## config.mk

```make
export PLATFORM = sky130hd
export DESIGN_NAME = mem_port_arbiter
export DESIGN_NICKNAME = d
export VERILOG_FILES = /design/src/rtl/mem_port_arbiter.sv
export SDC_FILE = /design/constraint.sdc
export NUM_CORES = 1
export LEC_CHECK = 0
export BUFFER_PORTS_ARGS = -buffer_cell sky130_fd_sc_hd__buf_2
export CELL_PAD_IN_SITES_DETAIL_PLACEMENT = 0
export CELL_PAD_IN_SITES_GLOBAL_PLACEMENT = 1
export CORE_ASPECT_RATIO = 2
export CORE_MARGIN = 1
export CORE_UTILIZATION = 30
export CTS_BUF_LIST = sky130_fd_sc_hd__clkbuf_16
export CTS_CLUSTER_DIAMETER = 50
export DETAILED_ROUTE_END_ITERATION = 6
export GPL_TIMING_DRIVEN = 0
export PLACE_DENSITY_LB_ADDON = 0.1
export SLEW_MARGIN = 20
export SYNTH_ARGS = -nofsm -noshare
export SYNTH_HDL_FRONTEND = slang
export SYNTH_SLANG_ARGS = --single-unit
```

## constraint.sdc

```tcl
create_clock -name clk -period 4.2 [get_ports clk]
set_input_delay 0.21 -clock clk [delete_from_list [all_inputs] [get_ports clk]]
set_output_delay 0.21 -clock clk [all_outputs]
set_load 0.005 [all_outputs]
```

## src/rtl/mem_port_arbiter.sv

```systemverilog
// mem_port_arbiter: four-way round-robin arbiter for a shared 32-bit mux port.
// Grants one requester at a time, drives the mux select, and revokes a grant
// that has been held for MAX_HOLD consecutive cycles.
module mem_port_arbiter #(
  parameter int MAX_HOLD = 16
) (
  input  logic       clk,
  input  logic       rst,
  input  logic [3:0] req,
  input  logic [3:0] done,
  output logic [3:0] gnt,
  output logic [1:0] sel,
  output logic       busy,
  output logic       timeout
);

  localparam int HW = $clog2(MAX_HOLD);
  localparam logic [HW-1:0] HOLD_LIMIT = HW'(MAX_HOLD - 1);

  typedef enum logic {IDLE = 1'b0, GRANT = 1'b1} state_t;

  state_t          state_reg, state_next;
  logic [1:0]      ptr_reg, ptr_next;
  logic [1:0]      owner_reg, owner_next;
  logic [HW-1:0]   hold_reg, hold_next;
  logic [3:0]      gnt_reg, gnt_next;
  logic            busy_reg, busy_next;
  logic            timeout_reg, timeout_next;

  // Candidate indices in priority order: ptr, ptr+1, ptr+2, ptr+3 (mod 4).
  logic [1:0] cand_idx [4];
  logic [3:0] cand_hit;
  logic [1:0] pick;
  logic       release_now;

  genvar gi;
  generate
    for (gi = 0; gi < 4; gi++) begin : g_cand
      assign cand_idx[gi] = ptr_reg + 2'(gi);
      assign cand_hit[gi] = req[cand_idx[gi]];
    end
  endgenerate

  // Choose the first requesting candidate; lowest rotation offset wins.
  always_comb begin
    pick = ptr_reg;
    for (int i = 3; i >= 0; i--) begin
      if (cand_hit[i]) pick = cand_idx[i];
    end
  end

  // Owner gives the port back either by strobing done or by dropping req.
  assign release_now = done[owner_reg] | ~req[owner_reg];

  // State register; reset clears the grant immediately, without a clock.
  always_ff @(posedge clk or posedge rst) begin
    if (rst) begin
      state_reg   <= IDLE;
      ptr_reg     <= 2'd0;
      owner_reg   <= 2'd0;
      hold_reg    <= '0;
      gnt_reg     <= 4'd0;
      busy_reg    <= 1'b0;
      timeout_reg <= 1'b0;
    end else begin
      state_reg   <= state_next;
      ptr_reg     <= ptr_next;
      owner_reg   <= owner_next;
      hold_reg    <= hold_next;
      gnt_reg     <= gnt_next;
      busy_reg    <= busy_next;
      timeout_reg <= timeout_next;
    end
  end

  // Next-state logic: arbitrate in IDLE, watch release and hold limit in GRANT.
  always_comb begin
    state_next   = state_reg;
    ptr_next     = ptr_reg;
    owner_next   = owner_reg;
    hold_next    = hold_reg;
    gnt_next     = gnt_reg;
    timeout_next = 1'b0;
    case (state_reg)
      IDLE: begin
        gnt_next = 4'd0;
        if (|req) begin
          owner_next = pick;
          gnt_next   = 4'b0001 << pick;
          ptr_next   = pick + 2'd1;
          hold_next  = '0;
          state_next = GRANT;
        end
      end
      GRANT: begin
        if (release_now) begin
          // A normal release wins over a simultaneous hold-limit expiry.
          gnt_next   = 4'd0;
          state_next = IDLE;
        end else if (hold_reg == HOLD_LIMIT) begin
          gnt_next     = 4'd0;
          timeout_next = 1'b1;
          state_next   = IDLE;
        end else begin
          hold_next = hold_reg + HW'(1);
        end
      end
      default: begin
        gnt_next   = 4'd0;
        state_next = IDLE;
      end
    endcase
    busy_next = |gnt_next;
  end

  // The select is the current or most recent owner, so it only moves on a new grant.
  assign gnt     = gnt_reg;
  assign sel     = owner_reg;
  assign busy    = busy_reg;
  assign timeout = timeout_reg;

endmodule
```

==> impl_metrics.json, run 1 <==
{
  "ys_ff_latch": 15,
  "cts_buffer_depth": 2,
  "clk_pin_slew_worst_paths_ns": 0.05,
  "die_h_um": 74.3,
  "r2r_setup_slack_ns": 2.50,
  "irDropWorstVdd_v": 0.000226,
  "grt_max_degree": 16,
  "antenna_found_initial": 0,
  "synth_cell_type_count": 27,
  "final_cell_mix": "17 x buf_2, 15 x dfrtp_1, 13 x nand2_1",
  "critPathRequiredTime_ns": 4.33,
  "setup_tns_ns": 0,
  "finalSetupViolations": 0,
  "worstSetupPathType": "reg2reg",
  "drtIter0Drc": 7,
  "max_cap_viol_count": 0,
  "fmax_mhz": 587,
  "cts_tree": "done",
  "h-tree-depth": 1,
  "groute.usage.overall": 0.151,
  "vias": 648,
  "cts_made_buffers": 3,
  "post-route-period-util": 0.405,
  "ctsResizeCount": 0,
  "wirelength_um": 1690,
  "p_leak_nw": 0.493,
  "reg2reg_to": "hold_reg[3]$_DFFE_PP0P_",
  "multi_input_area_sq_um": 374,
  "instances_no_fill": 129,
  "core_area_sq_um": 2410,
  "synth_seq_area_share": 0.479,
  "status": "complete, no violations",
  "pin_count": 18,
  "path_max_fanout": 10,
  "drive_gt1_frac": 0.284,
  "dp_hpwl_um": 1360,
  "power_density_nw_per_um2": 662,
  "final_max_slew_viol_count": 0,
  "mostFrequentLayoutCell": "buf_2",
  "ff2ff_path_depth": 5,
  "cp-start-kind": "flop",
  "gp_congestion": 0.718,
  "initial_core_util": 0.325,
  "holdCritPathClass": "in2async",
  "grt_pass1_vias": 627,
  "rsz0062_at_grt": "false",
  "insertion_delay_ns": 0.24,
  "area_growth_pct": 25.4,
  "cp-end-kind": "flop",
  "synth_cells": 81,
  "p_total_mw": 0.651,
  "rows": 25,
  "regArea_sq_um": 375,
  "cts_hold_buffers": 0,
  "grt_overflow": 0,
  "dieArea_sq_um": 2830,
  "hold_ws_ns": 0.0110,
  "tightestPinTransition_ns": 0.564,
  "portBuffers": 17,
  "route.detailed.drc": 0,
  "via_per_inst": 5.02,
  "cts_root_buffer": "clkbuf_16",
  "setup_ws_ns": 2.50,
  "final_hold_viol_count": 0,
  "routedWlPerCell_um": 13.1,
  "dp_cells": 125,
  "cp.arrival_ns": 1.83,
  "antenna_cells": 0,
  "synth_nets": 92,
  "fillers": 237,
  "synth.avg_cell_area_sq_um": 9.67,
  "post-route-min-period_ns": 1.70,
  "first_pass_iters": 2,
  "yosys_warnings": 0,
  "skew_ns": 0.000763,
  "relSlewSlack": 0.623,
  "place_ws_ns": 2.43,
  "nets": 114,
  "grt_pass1_wl_um": 2860,
  "cts.sinks": 15,
  "synth_area_sq_um": 783,
  "post_cts.repair.setup_buffers": 0,
  "rr_startpoint": "sel[0]$_DFFE_PP0P_",
  "postRouteAntennaNets": 0,
  "fp.dieW_um": 38.1
}
cells in the mapped netlist (all sizes together):
cell    count  area, sq um
o21ai       5         25.0
a221o       1         10.0
nor3        3         15.0
or2         4         25.0
a32o        1         10.0
o21bai      2         15.0
nand2b      6         37.5
o22ai       1         6.26
clkbuf      1         3.75
a22oi       1         7.51
nand4       1         21.3
ha          1         12.5
a21oi       3         15.0
nor2b       1         6.26
nand3       3         15.0
buf         1         11.3
nor3b       1         12.5
or3         1         6.26
a22o        1         8.76
dfrtp      15          375
inv         5         18.8
mux2i       2         20.0
mux4        1         22.5
nor2        5         18.8
o41ai       1         8.76
nand2      13         48.8
nor4        1         6.26
per-layer routing:
| metal | GRT usage | part of all wire |
|---|---|---|
| met1 | 0.154 | 0.37 |
| met3 | 0.0358 | 0.028 |
| met4 | 0.119 | 0.037 |
| met2 | 0.250 | 0.57 |
| met5 | 0 | 0 |
where the power goes:
group	total (mW)	switching, mW	internal [mW]
registers	0.246	0.0487	0.197
logic	0.220	0.120	0.101
clock network	0.184	0.0572	0.127
area by class of cell:
type,count,share of cell area
multi-input cells,59,0.381
plain buffers,2,0.0153
inverters,5,0.0191
clock inverters,1,0.00510
well taps,27,0.0344
clock buffers,3,0.0764
flip-flops and latches,15,0.382
repair buffers,17,0.0866
cells by family after synthesis:
kind of cell	share of synthesized area
mux	0.0543
simple gates	0.272
buf+inv	0.0431
compound gates	0.136
flops	0.479
fa+ha+maj	0.0160
critical path, stage by stage (launching register included):
cell and delay, ns:
dfrtp_1 0.39, mux4_2 0.53, nor3b_2 0.25, buf_6 0.18, nand4_4 0.11, mux2i_1 0.13
metrics by stage:
step | instance area (sq um) | utilization
floorplan | 783 | -
global placement | 902 | 0.375
detailed placement | 902 | 0.375
CTS | 982 | 0.408
global route | 982 | 0.408
finish | 982 | 0.408
worst max path at each step:
stage | start | end | slack [ns]
floorplan | sel[0]$_DFFE_PP0P_ | hold_reg[3]$_DFFE_PP0P_ | 2.59
global placement | req[1] | gnt[3]$_DFF_PP0_ | 2.43
detailed placement | req[1] | gnt[3]$_DFF_PP0_ | 2.43
CTS | ptr_reg[1]$_DFFE_PP0P_ | ptr_reg[1]$_DFFE_PP0P_ | 2.47
global route | ptr_reg[1]$_DFFE_PP0P_ | ptr_reg[1]$_DFFE_PP0P_ | 2.35
finish | sel[0]$_DFFE_PP0P_ | hold_reg[3]$_DFFE_PP0P_ | 2.50
(Power assumes the default switching activity.)
==> run 2: changes to the inputs <==
--- a/config.mk
+++ b/config.mk
@@ -5,6 +5,7 @@
 export SDC_FILE = /design/constraint.sdc
 export NUM_CORES = 1
 export LEC_CHECK = 0
+export ABC_AREA = 1
 export BUFFER_PORTS_ARGS = -buffer_cell sky130_fd_sc_hd__buf_2
 export CELL_PAD_IN_SITES_DETAIL_PLACEMENT = 0
 export CELL_PAD_IN_SITES_GLOBAL_PLACEMENT = 1
==> constraint.sdc (replaced) <==
create_clock -name clk -period 1.6 [get_ports clk]
set_input_delay 0.08 -clock clk [delete_from_list [all_inputs] [get_ports clk]]
set_output_delay 0.08 -clock clk [all_outputs]
set_load 0.005 [all_outputs]
==> impl_metrics.json, run 2 <==
{
  "yosysMostFrequentCell": "nand2_1",
  "finalSetupViolations": 0,
  "cp.arrival_ns": 1.73,
  "tightestPinTransition_ns": 0.596,
  "crit_chain": "inv_4, nand2_2, nand2_2, nand2_1, nand2_2, nand2_2, nand2_4, nand2_4, nand2_4, nand2_4, nand3_4, nand2_4, nor2_2, nand2_1",
  "max_cap_viol_count": 0,
  "ff2ff_path_depth": 14,
  "synth_seq_area_share": 0.380,
  "irDropWorstVdd_v": 0.00107,
  "route.detailed.drc": 0,
  "vias": 952,
  "path_max_fanout": 6,
  "area_growth_pct": 43.5,
  "dp_cells": 182,
  "via_per_inst": 4.86,
  "relSlewSlack": 0.602,
  "initial_core_util": 0.313,
  "die_h_um": 83.2,
  "cts_made_buffers": 3,
  "clk_pin_slew_worst_paths_ns": 0.05,
  "crit_top_cell": "nand2_4",
  "cp.depth": 14,
  "holdCritPathClass": "in2reg",
  "synth_compound_area_frac": 0.0671,
  "first_pass_iters": 4,
  "final_cell_mix": "28 x nand2_1, 19 x nand2_2, 18 x buf_2",
  "fp.dieW_um": 42.6,
  "cp-end-kind": "flop",
  "multi_input_area_sq_um": 668,
  "critPathRequiredTime_ns": 1.74,
  "portBuffers": 17,
  "instances_no_fill": 196,
  "synth_top_area_share": 0.380,
  "synth-edff-count": 0,
  "skew_ns": 0.00135,
  "cts.sinks": 15,
  "synth_top_family_by_area": "simple AND/OR/NAND/NOR gates",
  "synth_nets": 145,
  "cts_buffer_depth": 2,
  "cts_tree": "done",
  "final_hold_viol_count": 0,
  "wirelength_um": 2530,
  "grt_max_degree": 16,
  "core_area_sq_um": 3160,
  "drive_gt1_frac": 0.491,
  "cp_top_family": "simple AND/OR/NAND/NOR gates",
  "post-route-period-util": 0.999,
  "synth_top_area_cell": "dfrtp_1",
  "yosys.area_share.adder": 0.0127,
  "gp_congestion": 0.741,
  "hold_depth": 6,
  "groute.usage.overall": 0.161,
  "nets": 177,
  "yosys_warnings": 0,
  "fillers": 341,
  "antenna_cells": 0,
  "pin_count": 18,
  "post-route-min-period_ns": 1.60,
  "power_density_nw_per_um2": 2250,
  "cp-start-kind": "flop",
  "yosys.area_share.xor_xnor": 0.00886,
  "fmax_mhz": 626,
  "rows": 29,
  "rsz0062_at_grt": "true",
  "grt_pass1_wl_um": 4360,
  "worst_path_max_delay_cell": "dfrtp_2",
  "synth_area_sq_um": 988,
  "crit_path_max_incr_delay_ns": 0.46,
  "dieArea_sq_um": 3540,
  "synth_mux_area_frac": 0,
  "p_total_mw": 3.19,
  "ys_ff_latch": 15,
  "synth.avg_cell_area_sq_um": 7.38,
  "crit_buf_inv": 1,
  "status": "complete, no violations",
  "grt_overflow": 0,
  "dp_hpwl_um": 1930,
  "final_max_slew_viol_count": 0,
  "regArea_sq_um": 377,
  "cts_root_buffer": "clkbuf_16",
  "drtIter0Drc": 12,
  "postRouteAntennaNets": 0,
  "p_leak_nw": 0.757,
  "h-tree-depth": 1,
  "antenna_found_initial": 0,
  "ys_top_cells_by_count": "42 x nand2_1, 18 x nand2_2, 15 x dfrtp_1",
  "synth_flop_cell": "dfrtp_1",
  "synth_cells": 134,
  "routedWlPerCell_um": 12.9,
  "synth-simple-area-share": 0.441,
  "synth_cell_type_count": 25,
  "insertion_delay_ns": 0.24,
  "async_flop_share": 1.00,
  "worstSetupPathType": "reg2reg",
  "synth_area_leaders": "dfrtp_1 38%, nand2_1 16%, nand2_2 11%",
  "mostFrequentLayoutCell": "nand2_1",
  "grt_pass1_vias": 1008
}
-- run 2: cell count changes in the layout (fill, tap and decap cells not counted), sizes merged, moves of 2 or more --
cell / before / now
buf: 18 / 26
inv: 5 / 20
mux2i: 2 / 0
nand2: 13 / 60
nand2b: 6 / 0
nand3: 3 / 10
nor2: 5 / 8
or2: 4 / 0
-- run 2: cell type report --
class	count	share of cell area
Buffer	1	0.00794
Clock buffer	3	0.0529
Clock inverter	1	0.00265
Inverter	19	0.0608
Multi-Input combinational cell	99	0.471
Sequential cell	15	0.265
Tap cell	31	0.0273
Timing Repair Buffer	26	0.108
Timing Repair inverter	1	0.00441
-- run 2: final timing paths --
check | to | from | slack (ns)
hold reg to reg | hold_reg[0]$_DFFE_PP0P_ | hold_reg[0]$_DFFE_PP0P_ | 0.51
hold / removal | timeout$_DFF_PP0_ | done[3] | 0.31
max in group asynchronous | ptr_reg[1]$_DFFE_PP0P_ | rst | 0.73
min in group asynchronous | busy$_DFF_PP0_ | rst | 0.44
setup reg to reg | busy$_DFF_PP0_ | ptr_reg[1]$_DFFE_PP0P_ | 0.002
setup / recovery | busy$_DFF_PP0_ | ptr_reg[1]$_DFFE_PP0P_ | 0.002
-- run 2: tightest hold or removal path, stage by stage --
cell     delay (ns)
buf_2          0.08
o21ai_1        0.06
nand3_1        0.07
nand2_1        0.05
nand2_1        0.11
nor4_1         0.06
-- run 2: repair_timing --
action / in CTS / in global routing
gates cloned: 2 / 0
pin swaps: 13 / 20
gates resized for setup: 15 / 26
hold buffers: 1 / 0
setup endpoints to repair: 2 / 9
hold endpoints to repair: 15 / 0
setup buffers: 4 / 3
-- run 2: cell families (layout without fill, tap and decap cells) --
family	after synthesis	after routing
compound gates	11	11
simple gates	86	86
xor+xnor	1	1
flops	15	15
buf+inv	20	51
fa+ha+maj	1	1
-- run 2: power breakdown --
part | leakage (nW) | internal (mW) | switching, mW
clock | 0.0423 | 0.331 | 0.151
combinational | 0.522 | 0.812 | 1.26
sequential | 0.192 | 0.520 | 0.110
-- run 2: metal layers --
metal / GRT usage / vias up / part of all wire
li1: - / 483 / -
met1: 0.160 / 451 / 0.35
met2: 0.316 / 13 / 0.61
met3: 0.0130 / 5 / 0.017
met4: 0.0682 / 0 / 0.019
met5: 0 / - / 0
-- run 2: metrics by stage --
| step | TNS [ns] | hold WS [ns] | cell area, sq um | util | worst slack (ns) |
|---|---|---|---|---|---|
| after global placement | -0.0231 | 0.161 | 1110 | 0.352 | -0.0231 |
| after detailed placement | -0.0578 | 0.172 | 1110 | 0.352 | -0.0578 |
| after global routing | -0.334 | 0.360 | 1420 | 0.449 | -0.116 |
| after CTS | -0.0375 | 0.307 | 1310 | 0.413 | -0.0375 |
| final | 0 | 0.314 | 1420 | 0.449 | 0.00166 |
| after floorplan | 0 | -0.0185 | 988 | - | 0.152 |
==> run 3: changes to the inputs <==
--- a/config.mk
+++ b/config.mk
@@ -9,7 +9,7 @@
 export BUFFER_PORTS_ARGS = -buffer_cell sky130_fd_sc_hd__buf_2
 export CELL_PAD_IN_SITES_DETAIL_PLACEMENT = 0
 export CELL_PAD_IN_SITES_GLOBAL_PLACEMENT = 1
-export CORE_ASPECT_RATIO = 2
+export CORE_ASPECT_RATIO = 0.9
 export CORE_MARGIN = 1
 export CORE_UTILIZATION = 30
 export CTS_BUF_LIST = sky130_fd_sc_hd__clkbuf_16
==> impl_metrics.json, run 3 (synthesis results as in run 2) <==
{
  "status": "complete, no violations",
  "rsz0062_at_grt": "true",
  "p_total_mw": 2.99,
  "cp-start-kind": "flop",
  "power_density_nw_per_um2": 2200,
  "irDropWorstVdd_v": 0.000838,
  "h-tree-depth": 1,
  "fp.dieW_um": 62.5,
  "skew_ns": 0.00355,
  "grt_pass1_vias": 856,
  "fmax_mhz": 633,
  "cts_root_buffer": "clkbuf_16",
  "final_cell_mix": "33 x nand2_1, 23 x nand2_2, 17 x buf_2",
  "route.detailed.drc": 0,
  "via_per_inst": 4.43,
  "vias": 918,
  "drtIter0Drc": 31,
  "dp_cells": 193,
  "groute.usage.overall": 0.138,
  "nets": 177,
  "first_pass_iters": 4,
  "dpl-instance-area_sq_um": 1130,
  "holdCritPathClass": "in2reg",
  "cp-end-kind": "flop",
  "cts_made_buffers": 3,
  "grt_max_degree": 16,
  "crit_path_max_incr_delay_ns": 0.36,
  "dp_hpwl_um": 1650,
  "crit_top_cell": "nand2_2",
  "rows": 19,
  "cp.arrival_ns": 1.71,
  "routedWlPerCell_um": 10.9,
  "final_max_slew_viol_count": 0,
  "worstSetupPathType": "reg2reg",
  "critPathRequiredTime_ns": 1.73,
  "core_area_sq_um": 3090,
  "final_hold_viol_count": 0,
  "finalSetupViolations": 0,
  "post-route-period-util": 0.987,
  "cts.sinks": 15,
  "insertion_delay_ns": 0.24,
  "antenna_found_initial": 0,
  "p_leak_nw": 0.724,
  "portBuffers": 17,
  "mostFrequentLayoutCell": "nand2_1",
  "instances_no_fill": 207,
  "path_max_fanout": 8,
  "cts_tree": "done",
  "clk_pin_slew_worst_paths_ns": 0.05,
  "grt_pass1_wl_um": 3840,
  "dieArea_sq_um": 3530,
  "pin_count": 18,
  "drive_gt1_frac": 0.448,
  "final_area_sq_um": 1360,
  "post-route-min-period_ns": 1.58,
  "relSlewSlack": 0.628,
  "tightestPinTransition_ns": 0.558,
  "gp_congestion": 0.749,
  "worst_path_max_delay_cell": "dfrtp_1",
  "postRouteAntennaNets": 0,
  "grt_overflow": 0,
  "wirelength_um": 2260,
  "crit_chain": "buf_6, inv_8, nand2_2, nand2_2, nand2_2, nand2_2, inv_2, nand2_4, nand2_4, nand2_4, nand2_4, nand3_2, nand2_2, nor2_2, nand2_1",
  "initial_core_util": 0.320,
  "cts_buffer_depth": 2,
  "max_cap_viol_count": 0,
  "die_h_um": 56.5,
  "antenna_cells": 0,
  "area_growth_pct": 37.6
}
run 3: cell count changes in the layout (fill, tap and decap cells not counted), sizes merged:
cell / before / now
buf: 26 / 27
inv: 20 / 19
run 3: final timing paths:
check                                             start                 endpoint  slack, ns  cells past startpoint
max in group asynchronous                           rst   ptr_reg[1]$_DFFE_PP0P_       0.77                      3
min in group asynchronous                           rst         gnt[2]$_DFF_PP0_       0.43                      3
worst max-delay path             ptr_reg[0]$_DFFE_PP0P_           busy$_DFF_PP0_       0.02                     15
worst min register to register  hold_reg[0]$_DFFE_PP0P_  hold_reg[0]$_DFFE_PP0P_       0.51                      1
worst min-delay path                            done[2]        timeout$_DFF_PP0_       0.30                      6
worst max register to register   ptr_reg[0]$_DFFE_PP0P_           busy$_DFF_PP0_       0.02                     15
run 3: report_power, final:
| part | total, mW | switching (mW) | internal [mW] |
|---|---|---|---|
| Sequential | 0.620 | 0.100 | 0.520 |
| Combinational | 1.89 | 1.11 | 0.788 |
| Clock | 0.474 | 0.144 | 0.330 |
| Total | 2.99 | 1.35 | 1.64 |
run 3: routing by layer:
metal	share of wire	track usage	up-vias
met2	0.45	0.216	13
li1	-	-	487
met1	0.52	0.194	418
met5	0	0	-
met3	0.035	0.0427	0
met4	0	0.00997	0
run 3: per-stage QoR:
| step | TNS (ns) | setup WS, ns | util | hold slack [ns] |
|---|---|---|---|---|
| 2_1_floorplan | 0 | 0.152 | - | -0.0185 |
| 3_3_place_gp | -0.0186 | -0.0186 | 0.364 | 0.163 |
| 3_5_place_dp | -0.0233 | -0.0233 | 0.364 | 0.168 |
| 4_1_cts | 0 | 0.000165 | 0.421 | 0.336 |
| 5_1_grt | -0.326 | -0.144 | 0.440 | 0.352 |
| 6_report | 0 | 0.0203 | 0.440 | 0.296 |
run 3: cell type report:
| class | instances | area [sq um] |
|---|---|---|
| Timing Repair Buffer | 27 | 179 |
| Clock buffer | 3 | 75.1 |
| Sequential cell | 15 | 377 |
| Fill cell | 313 | 1730 |
| Multi-Input combinational cell | 99 | 583 |
| Tap cell | 42 | 52.6 |
| Inverter | 19 | 78.8 |
| Clock inverter | 1 | 3.75 |
| Buffer | 1 | 11.3 |
run 3: what timing repair did:
item	in CTS	in global routing
endpoints found under the setup margin	1	8
pin swaps	11	6
setup buffers	5	4
resized for setup	16	6
hold endpoints to repair	15	0
hold buffers	1	0
run 3: worst max-delay path: cells and delay by family, from the launching register on:
kind	cells	cell delay, ns
and+or+nand+nor	12	0.85
DFF	1	0.36
buffers and inverters	3	0.25
